$ cat src/rtl/sort_engine.sv
// Four-entry odd-even transposition sorter: captures four values on start,
// runs four compare-exchange passes, then publishes the ordered result, swap count and a done pulse.
module sort_engine #(
    parameter int WIDTH     = 4,
    parameter bit ASCENDING = 1'b1
) (
    input  logic             clk,
    input  logic             rst_n,
    input  logic             i_start,
    input  logic [WIDTH-1:0] i_unsorted_num0,
    input  logic [WIDTH-1:0] i_unsorted_num1,
    input  logic [WIDTH-1:0] i_unsorted_num2,
    input  logic [WIDTH-1:0] i_unsorted_num3,
    output logic [WIDTH-1:0] o_sorted_num0,
    output logic [WIDTH-1:0] o_sorted_num1,
    output logic [WIDTH-1:0] o_sorted_num2,
    output logic [WIDTH-1:0] o_sorted_num3,
    output logic [2:0]       o_swap_count,
    output logic             o_busy,
    output logic             o_done
);

    localparam logic [1:0] ST_IDLE = 2'd0;
    localparam logic [1:0] ST_SORT = 2'd1;
    localparam logic [1:0] ST_DONE = 2'd2;

    logic [1:0]       r_state;
    logic [1:0]       r_pass_cnt;
    logic [2:0]       r_acc;
    logic [WIDTH-1:0] r_work [4];
    logic [WIDTH-1:0] r_sorted [4];
    logic [2:0]       r_swap_count;
    logic             r_busy;
    logic             r_done;

    logic [WIDTH-1:0] w_work [4];
    logic             w_sw01;
    logic             w_sw12;
    logic             w_sw23;
    logic [1:0]       w_pass_swaps;

    // Strictly out of order only, so equal values stay put and the sort is stable.
    function automatic logic out_of_order(input logic [WIDTH-1:0] a, input logic [WIDTH-1:0] b);
        return ASCENDING ? (a > b) : (a < b);
    endfunction

    // One compare-exchange pass: even passes pair (0,1)/(2,3), odd passes pair (1,2).
    always_comb begin
        w_sw01       = ~r_pass_cnt[0] & out_of_order(r_work[0], r_work[1]);
        w_sw23       = ~r_pass_cnt[0] & out_of_order(r_work[2], r_work[3]);
        w_sw12       =  r_pass_cnt[0] & out_of_order(r_work[1], r_work[2]);
        w_work[0]    = w_sw01 ? r_work[1] : r_work[0];
        w_work[1]    = w_sw01 ? r_work[0] : (w_sw12 ? r_work[2] : r_work[1]);
        w_work[2]    = w_sw23 ? r_work[3] : (w_sw12 ? r_work[1] : r_work[2]);
        w_work[3]    = w_sw23 ? r_work[2] : r_work[3];
        w_pass_swaps = {1'b0, w_sw01} + {1'b0, w_sw12} + {1'b0, w_sw23};
    end

    // Control FSM, working registers and registered results.
    always_ff @(posedge clk or negedge rst_n) begin
        if (!rst_n) begin
            r_state      <= ST_IDLE;
            r_pass_cnt   <= 2'd0;
            r_acc        <= 3'd0;
            r_work[0]    <= '0;
            r_work[1]    <= '0;
            r_work[2]    <= '0;
            r_work[3]    <= '0;
            r_sorted[0]  <= '0;
            r_sorted[1]  <= '0;
            r_sorted[2]  <= '0;
            r_sorted[3]  <= '0;
            r_swap_count <= 3'd0;
            r_busy       <= 1'b0;
            r_done       <= 1'b0;
        end else begin
            case (r_state)
                ST_IDLE: begin
                    r_done <= 1'b0;
                    if (i_start) begin
                        r_work[0]  <= i_unsorted_num0;
                        r_work[1]  <= i_unsorted_num1;
                        r_work[2]  <= i_unsorted_num2;
                        r_work[3]  <= i_unsorted_num3;
                        r_pass_cnt <= 2'd0;
                        r_acc      <= 3'd0;
                        r_busy     <= 1'b1;
                        r_state    <= ST_SORT;
                    end
                end
                ST_SORT: begin
                    r_work     <= w_work;
                    r_acc      <= r_acc + {1'b0, w_pass_swaps};
                    r_pass_cnt <= r_pass_cnt + 2'd1;
                    if (r_pass_cnt == 2'd3) begin
                        r_state <= ST_DONE;
                    end
                end
                ST_DONE: begin
                    r_sorted     <= r_work;
                    r_swap_count <= r_acc;
                    r_done       <= 1'b1;
                    r_busy       <= 1'b0;
                    r_state      <= ST_IDLE;
                end
                default: begin
                    r_state <= ST_IDLE;
                    r_busy  <= 1'b0;
                    r_done  <= 1'b0;
                end
            endcase
        end
    end

    assign o_sorted_num0 = r_sorted[0];
    assign o_sorted_num1 = r_sorted[1];
    assign o_sorted_num2 = r_sorted[2];
    assign o_sorted_num3 = r_sorted[3];
    assign o_swap_count  = r_swap_count;
    assign o_busy        = r_busy;
    assign o_done        = r_done;

endmodule
$ cat config.mk
export PLATFORM = sky130hd
export DESIGN_NAME = sort_engine
export DESIGN_NICKNAME = d
export VERILOG_FILES = /design/src/rtl/sort_engine.sv
export SDC_FILE = /design/constraint.sdc
export NUM_CORES = 1
export LEC_CHECK = 0
export ABC_AREA = 1
export CORE_ASPECT_RATIO = 1.5
export CORE_MARGIN = 4
export CORE_UTILIZATION = 50
export DETAILED_ROUTE_END_ITERATION = 7
export PLACE_DENSITY = 0.84
export SYNTH_ARGS = -nofsm -noshare
export SYNTH_HDL_FRONTEND = slang
export SYNTH_SLANG_ARGS = --single-unit
$ cat constraint.sdc
create_clock -name clk -period 6.1 [get_ports clk]
set_input_delay 0.915 -clock clk [delete_from_list [all_inputs] [get_ports clk]]
set_output_delay 0.915 -clock clk [all_outputs]
set_load 0.005 [all_outputs]
Word level (Yosys, flattened, before mapping). Cells that the tools add are included.

Register bits: 44. Output and inout bits: 21.

Equality and inequality tests: 9. Reductions and logical operators: 9. Multiplexer cells: 18. Bitwise logic cells: 5. Order comparisons: 3. $add $sub $neg: 4.

Operators by type and width (number): 16-bit case mux with 2 select lines (1); 4-bit 2-to-1 mux (6); 16-bit 2-to-1 mux (1); 4-bit greater-than comparator (3); 3-bit AND reduction (4); 2-bit inequality test (second input constant) (4); 2-bit case mux with 2 select lines (2); 2-bit 2-to-1 mux (3); 3-bit inequality test (second input constant) (2); 3-bit case mux with 2 select lines (1); 2-bit AND reduction (3); 2-bit == test (second input constant) (2); 1-bit case mux with 2 select lines (2); 3-bit by 2-bit adder with 3-bit output (1); 1-bit AND (3); 3-bit 2-to-1 mux (1); 1-bit by 1-bit adder with 2-bit output (1); 2-bit by 1-bit adder with 2-bit output (1); 2-bit by 1-bit adder with 2-bit output (second input constant) (1); 2-bit by 1-bit == test with 1-bit output (second input constant) (1); 2-bit zero test (1); 1-bit inverter (2); 2-bit nonzero test (1); 1-bit 2-to-1 mux (1).

Logic depth before layout (Yosys ltp). Gate-level depths: netlist (run 1).

Depth after elaboration: 6. Gate-level depth with buffers: 14.

Least setup slack after synthesis (run 1). Ideal clock, no wire load.

Path kind: register to register. Start: register r_work[3] (netlist name). End: register r_acc[2]. Buffers on the path: 0. Setup time: 126 ps. Path slack: 3564 ps. Stages on the path, launching flop included: 13. Arrival: 2410 ps. Period minus slack after synthesis: 2536 ps. Path through: dfrtp_1 > inv_1 > ha_1 > nand2_1 > nor2_1 > nor2_2 > nand2_1 > inv_1 > fa_1 > ha_1 > fa_1 > xnor2_1 > o22ai_1.

Cells in the longest elaborated chain, start to end: 5.

RTL lines: start, declared (RTL line 30) `logic [WIDTH-1:0] r_work [4];`; start signal, assigned (RTL line 92) `r_work <= w_work;`; 4-bit greater-than comparator (RTL line 44) `return ASCENDING ? (a > b) : (a < b);`; 1-bit AND (RTL line 50) `w_sw23 = ~r_pass_cnt[0] & out_of_order(r_work[2], r_work[3]);`; 2-bit by 1-bit adder with 2-bit output (RTL line 56) `w_pass_swaps = {1'b0, w_sw01} + {1'b0, w_sw12} + {1'b0, w_sw23};`; 3-bit by 2-bit adder with 3-bit output (RTL line 93) `r_acc <= r_acc + {1'b0, w_pass_swaps};`; 3-bit case mux with 2 select lines (RTL line 77) `case (r_state)`; end signal, assigned (RTL line 93); end, declared (RTL line 29) `logic [2:0] r_acc;`.

No other way between the ends. A chain may end at the register's enable or synchronous reset.

Worst setup path after layout (run 1).
Start: register r_work[4] (netlist name). End: register r_acc[2].

Cells in the longest elaborated chain, start to end: 6. Elaborated cells on any way between the ends: 8.

RTL lines: 4-bit greater-than comparator (RTL line 44); 1-bit AND (RTL line 51) `w_sw12 = r_pass_cnt[0] & out_of_order(r_work[1], r_work[2]);`; 1-bit by 1-bit adder with 2-bit output (RTL line 56); 2-bit by 1-bit adder with 2-bit output * (RTL line 56); 3-bit by 2-bit adder with 3-bit output * (RTL line 93); 3-bit case mux with 2 select lines * (RTL line 77).

Mark *: on every way between the ends. The rest lies on a longest branch, timed or not.

==> impl_metrics.ini, run 1 <==
[synthesis]
synth.most_common_cell = nand2_1
yosys_warnings = 0
synth_top_area_frac = 0.452
yosysSeqAreaShare = 0.452
syn_area_sq_um = 2430
synth_fp_nets = 328
synth_cells = 293
synthTopCellsByCount = 101 x nand2_1, 44 x dfrtp_1, 32 x o21ai_0, 31 x inv_1, 19 x nand3_1
synthDistinctLibCells = 29
synth_top_cell_by_area = dfrtp_1
synth_ff_type = dfrtp_1
synth-seq-cells = 44
synth_edf_count = 0
async_reset_ff_frac = 1.00
yosys-top-cells-area = dfrtp_1 45%, nand2_1 16%, ha_1 7.2%
synth.avg_cell_area_sq_um = 8.31

[floorplanning]
start_util = 0.527
die_w_um = 65.0
die_height_um = 93.5
pin_count = 40
core_area_sq_um = 4620
rows = 30
die_area_sq_um = 6070

[grt]
grt_max_degree = 45
grt_pass1_wl_um = 9340
gr-total-overflow = 0
track_usage = 0.201
grt_pass1_vias = 2000
antenna_found_initial = 0

[clock_tree]
clock_sinks = 44
insertion_delay_ps = 310
ctsHoldBuffers = 0
root_buffer = clkbuf_8
htreeDepth = 2
post_cts_buffers = 0
tritoncts = built
clk_pin_slew_ps = 90
cts.path.max_buffers = 2
post_cts_resized = 0
cts_made_buffers = 5

[setup_path]
rrSetupSlack_ps = 3270
worstPathMaxFanout = 6
worst_setup_path_end_kind = flip-flop
reg2reg_from = r_work[4]
reg2regPathDepth = 12
cp-start-kind = flip-flop
crit_slowest_cell = fa_1
worstPathCellList = inv_1, ha_1, nand2_1, nor2_1, nor2_2, nand2_1, inv_1, fa_1, ha_1, fa_1, xnor2_1, o22ai_1
r2r-end = r_acc[2]
critPathTopFamily = adder cells
slowest_delay_ps = 420
worstPathRequired_ps = 6280
crit_path_start = r_work[4]
crit_arrival_ps = 3010
crit_buf_inv = 2
path_class = flip-flop to flip-flop

[pwr]
leakagePower_nw = 1.51
ir_drop_uv = 285
pwr_density_cell_nw_per_um2 = 639

[layout]
nets = 366
diodes = 0
instances_no_fill = 396
synthToLayoutAreaGrowth_pct = 21.9
layout-drive-gt1-share = 0.0994

[sta]
fmax_mhz = 354
fin_ws_ps = 3270
grt_setup_unrepaired = false
fin_crit_sh = 0.464
finalSetupTns_ps = 0
fin_crit_ps = 2830
slew_violations = 0
tightest_slew_ps = 1060
max-slew-margin-rel = 0.296
setup_violations = 0
finClkSkew_ps = 7.88
hold_viol_final = 0

[detailed_routing]
route.vias.total = 2046
drt_first_iter_violations = 109
viasPerCell = 5.17
avgRoutedWirePerCell_um = 13.8
ant_nets = 0
wl_um = 5460
drc = 0
drt_first_pass_iters = 4

[min_path]
worstHoldStart = o_sorted_num0[1]
worstHoldPathType = flip-flop to flip-flop
hold_depth = 2
min_to = o_sorted_num0[1]

[run_status]
status = complete, no violations

[placed_design]
dp_hpwl_um = 4040
place_inst = 388
portBuffers = 39
pre_cts_slack_ps = 3310
place.gp.congestion = 1.01

[run]
drv_cap = 0
-- report_power, final --
part	leakage [nW]	internal (W)	switching (W)
sequential	0.544	0.000435	0.0000914
combinational	0.908	0.000446	0.000686
clock	0.0614	0.000134	0.000105
total	1.51	0.00101	0.000883
-- cell usage in the layout (no fill, tap or decap), types with 2 or more instances in the layout --
| master | instances |
|---|---|
| dfrtp_1 | 44 |
| nor2_1 | 5 |
| a21oi_2 | 4 |
| nand3_1 | 19 |
| clkdlybuf4s50_1 | 38 |
| clkbuf_8 | 6 |
| a21oi_1 | 3 |
| inv_1 | 31 |
| nand2_2 | 5 |
| nand2_4 | 3 |
| ha_1 | 14 |
| nand4_1 | 4 |
| fa_1 | 2 |
| nor2_2 | 6 |
| o21ai_0 | 32 |
| nand2_1 | 101 |
| inv_2 | 2 |
-- kinds of logic after synthesis --
logic type / synth area share
compound gates: 0.0976
fa+ha+maj: 0.0884
flops: 0.452
xor+xnor: 0.00360
buf+inv: 0.0725
simple gates: 0.286
-- stage by stage --
stage	cell area [sq um]	utilization	total power, W	hold slack (ps)
2_1_floorplan	2430	-	0.00133	458
3_5_place_dp	2850	0.617	0.00165	469
5_1_grt	2970	0.643	0.00210	507
3_3_place_gp	2850	0.617	0.00162	465
6_report	2970	0.643	0.00190	487
4_1_cts	2970	0.643	0.00190	492
-- how the worst max path moves through the flow --
stage | end | cells after the start
after detailed placement | r_acc[2] | 12
after CTS | r_acc[2] | 12
after global placement | r_acc[2] | 12
after global routing | r_acc[2] | 14
final | r_acc[2] | 12
after floorplan | r_acc[2] | 12
-- state kept, by name, summed over array words and instances, names as in the netlist --
name and flops:
o_busy 1, o_done 1, o_sorted_num0 4, o_sorted_num1 4, o_sorted_num2 4, o_sorted_num3 4, o_swap_count 3, r_acc 3
r_pass_cnt 2, r_state 2, r_work 16
-- tightest hold or removal path, stage by stage, from the launching register on --
cell	delay, ps
dfrtp_1	350
nand2_1	50
o21ai_0	60
-- layer usage --
layer  wire length [um]  vias to the layer above  GRT usage
met5                  0                        -          0
met4                149                        0     0.0935
met3                299                       14     0.0445
met2               2740                       60      0.332
met1               2260                      957      0.246
li1                   -                     1015          -
-- cell type report --
class	count	area (sq um)
clock inverters	2	38.8
well taps	64	80.1
clock buffers	6	82.6
inverters	33	124
flip-flops and latches	44	1100
fillers	385	1650
multi-input cells	208	1160
repair buffers	39	385
Power figures use the tool's default switching activity.
==> run 2: changes to the inputs <==
Settings changed: CORE_UTILIZATION 50 to 48.
Clock period 6.1 ns to 2.4 ns, I/O delays scaled along.
==> impl_metrics.ini, run 2 (synthesis results as in run 1) <==
[run_status]
status = complete, but fails checks
failed_checks = setup timing

[pwr]
ir_drop_uv = 720
leakagePower_nw = 1.69
pwr_density_cell_nw_per_um2 = 1740
power_w = 0.00589

[floorplanning]
core_area_sq_um = 4890
start_util = 0.498
die_area_sq_um = 6300
die_height_um = 95.2
die_w_um = 66.2
rows = 31
pin_count = 40

[grt]
gr-total-overflow = 0
grt_util_met1 = 0.256
grt.met2_usage = 0.368
track_usage = 0.211
grt_pass1_wl_um = 9980
grt_busiest_layer = met2
grt_max_degree = 40
antenna_found_initial = 0
grt_pass1_vias = 2159
groute.layer.met3.usage = 0.0295

[detailed_routing]
drt_first_pass_iters = 4
viasPerCell = 5.13
ant_nets = 0
route.vias.total = 2237
wl_um = 6420
drc = 0
drt_first_iter_violations = 167
avgRoutedWirePerCell_um = 14.7

[setup_path]
path_common_cell = nand2_2
crit_buf_inv = 1
crit_path_start = r_work[5]
worst_setup_path_end_kind = flip-flop
slowest_delay_ps = 510
worstPathRequired_ps = 2630
critPathTopFamily = adder cells
worstPathCellList = ha_4, nand2_2, nand2_2, nand2_2, nand2_2, nand2_2, inv_2, fa_1, ha_2, fa_2, nand2_1, o21ai_1
cp-start-kind = flip-flop
reg2reg_from = r_work[5]
worstPathMaxFanout = 2
crit_arrival_ps = 2710
path_class = flip-flop to flip-flop
crit_slowest_cell = fa_2

[placed_design]
pre_cts_slack_ps = -124
portBuffers = 39
place.gp.congestion = 0.894
dp_hpwl_um = 4470

[layout]
diodes = 0
largest_reg_flops = 16
layout-drive-gt1-share = 0.286
final_common_cell = nand2_1
mostFrequentLayoutCells = 90 x nand2_1, 44 x dfrtp_1, 38 x clkdlybuf4s50_1
seqCellArea_sq_um = 1100
top_register = r_work
multi_input_area_sq_um = 1290
fillers = 396
synthToLayoutAreaGrowth_pct = 39.0
nets = 404

[clock_tree]
cts_made_buffers = 5
root_buffer = clkbuf_8
tritoncts = built
insertion_delay_ps = 300
clock_sinks = 44
cts.path.max_buffers = 2
htreeDepth = 2
clk_pin_slew_ps = 90

[sta]
fin_crit_ps = 2480
fin_ws_ps = -76.9
hold_slack_ps = 32.5
setup_violations = 2
finClkSkew_ps = 7.78
grt_setup_unrepaired = true
hold_viol_final = 0
slew_violations = 0
tightest_slew_ps = 332
fmax_mhz = 404
max-slew-margin-rel = 0.779
finalSetupTns_ps = -107
fin_crit_sh = 1.03

[run]
drv_cap = 0

[min_path]
worstHoldPathType = primary input to asynchronous set/reset pin
==> run 2: power by group <==
group          internal [W]  switching [W]
clock network      0.000309       0.000253
registers           0.00110       0.000250
logic               0.00181        0.00217
total               0.00322        0.00267
==> run 2: path summary, 6_finish.rpt <==
check | endpoint | slack (ps) | depth (start not counted)
max | r_acc[1] | -80 | 12
min | r_work[5] | 30 | 2
max reg2reg | r_acc[1] | -80 | 12
min reg2reg | o_busy | 480 | 2
max in group asynchronous | o_sorted_num0[1] | 2130 | 2
min in group clk | o_busy | 480 | 2
==> run 2: cell type report <==
class                           count  area share
Multi-Input combinational cell    208       0.383
Clock buffer                        6      0.0214
Inverter                           33      0.0366
Clock inverter                      2      0.0104
Timing Repair Buffer               77       0.199
Tap cell                           66      0.0244
Sequential cell                    44       0.325
==> run 2: what timing repair did <==
item,CTS,global route
pin swaps,9,21
hold buffers,0,0
setup endpoints to repair,2,4
resized for setup,9,23
endpoints found under the hold margin,0,0
buffers inserted,10,4
==> run 2: worst reg2reg max path: stages (launching register included) <==
cell and delay (ps):
dfrtp_1 430, ha_4 260, nand2_2 60, nand2_2 50
nand2_2 80, nand2_2 70, nand2_2 110, inv_2 50
fa_1 450, ha_2 190, fa_2 510, nand2_1 50
o21ai_1 90
==> run 2: stage by stage <==
step                cell area, sq um  std cells  utilization
floorplan                       2450        293            -
global placement                3060        416        0.627
detailed placement              3060        416        0.627
finish                          3380        436        0.693
CTS                             3270        434        0.670
global route                    3380        436        0.693
==> run 2: metal layers <==
| metal | wire length (um) | share of wire |
|---|---|---|
| met5 | 0 | 0 |
| met4 | 170 | 0.026 |
| met3 | 307 | 0.048 |
| met2 | 3360 | 0.52 |
| met1 | 2590 | 0.40 |
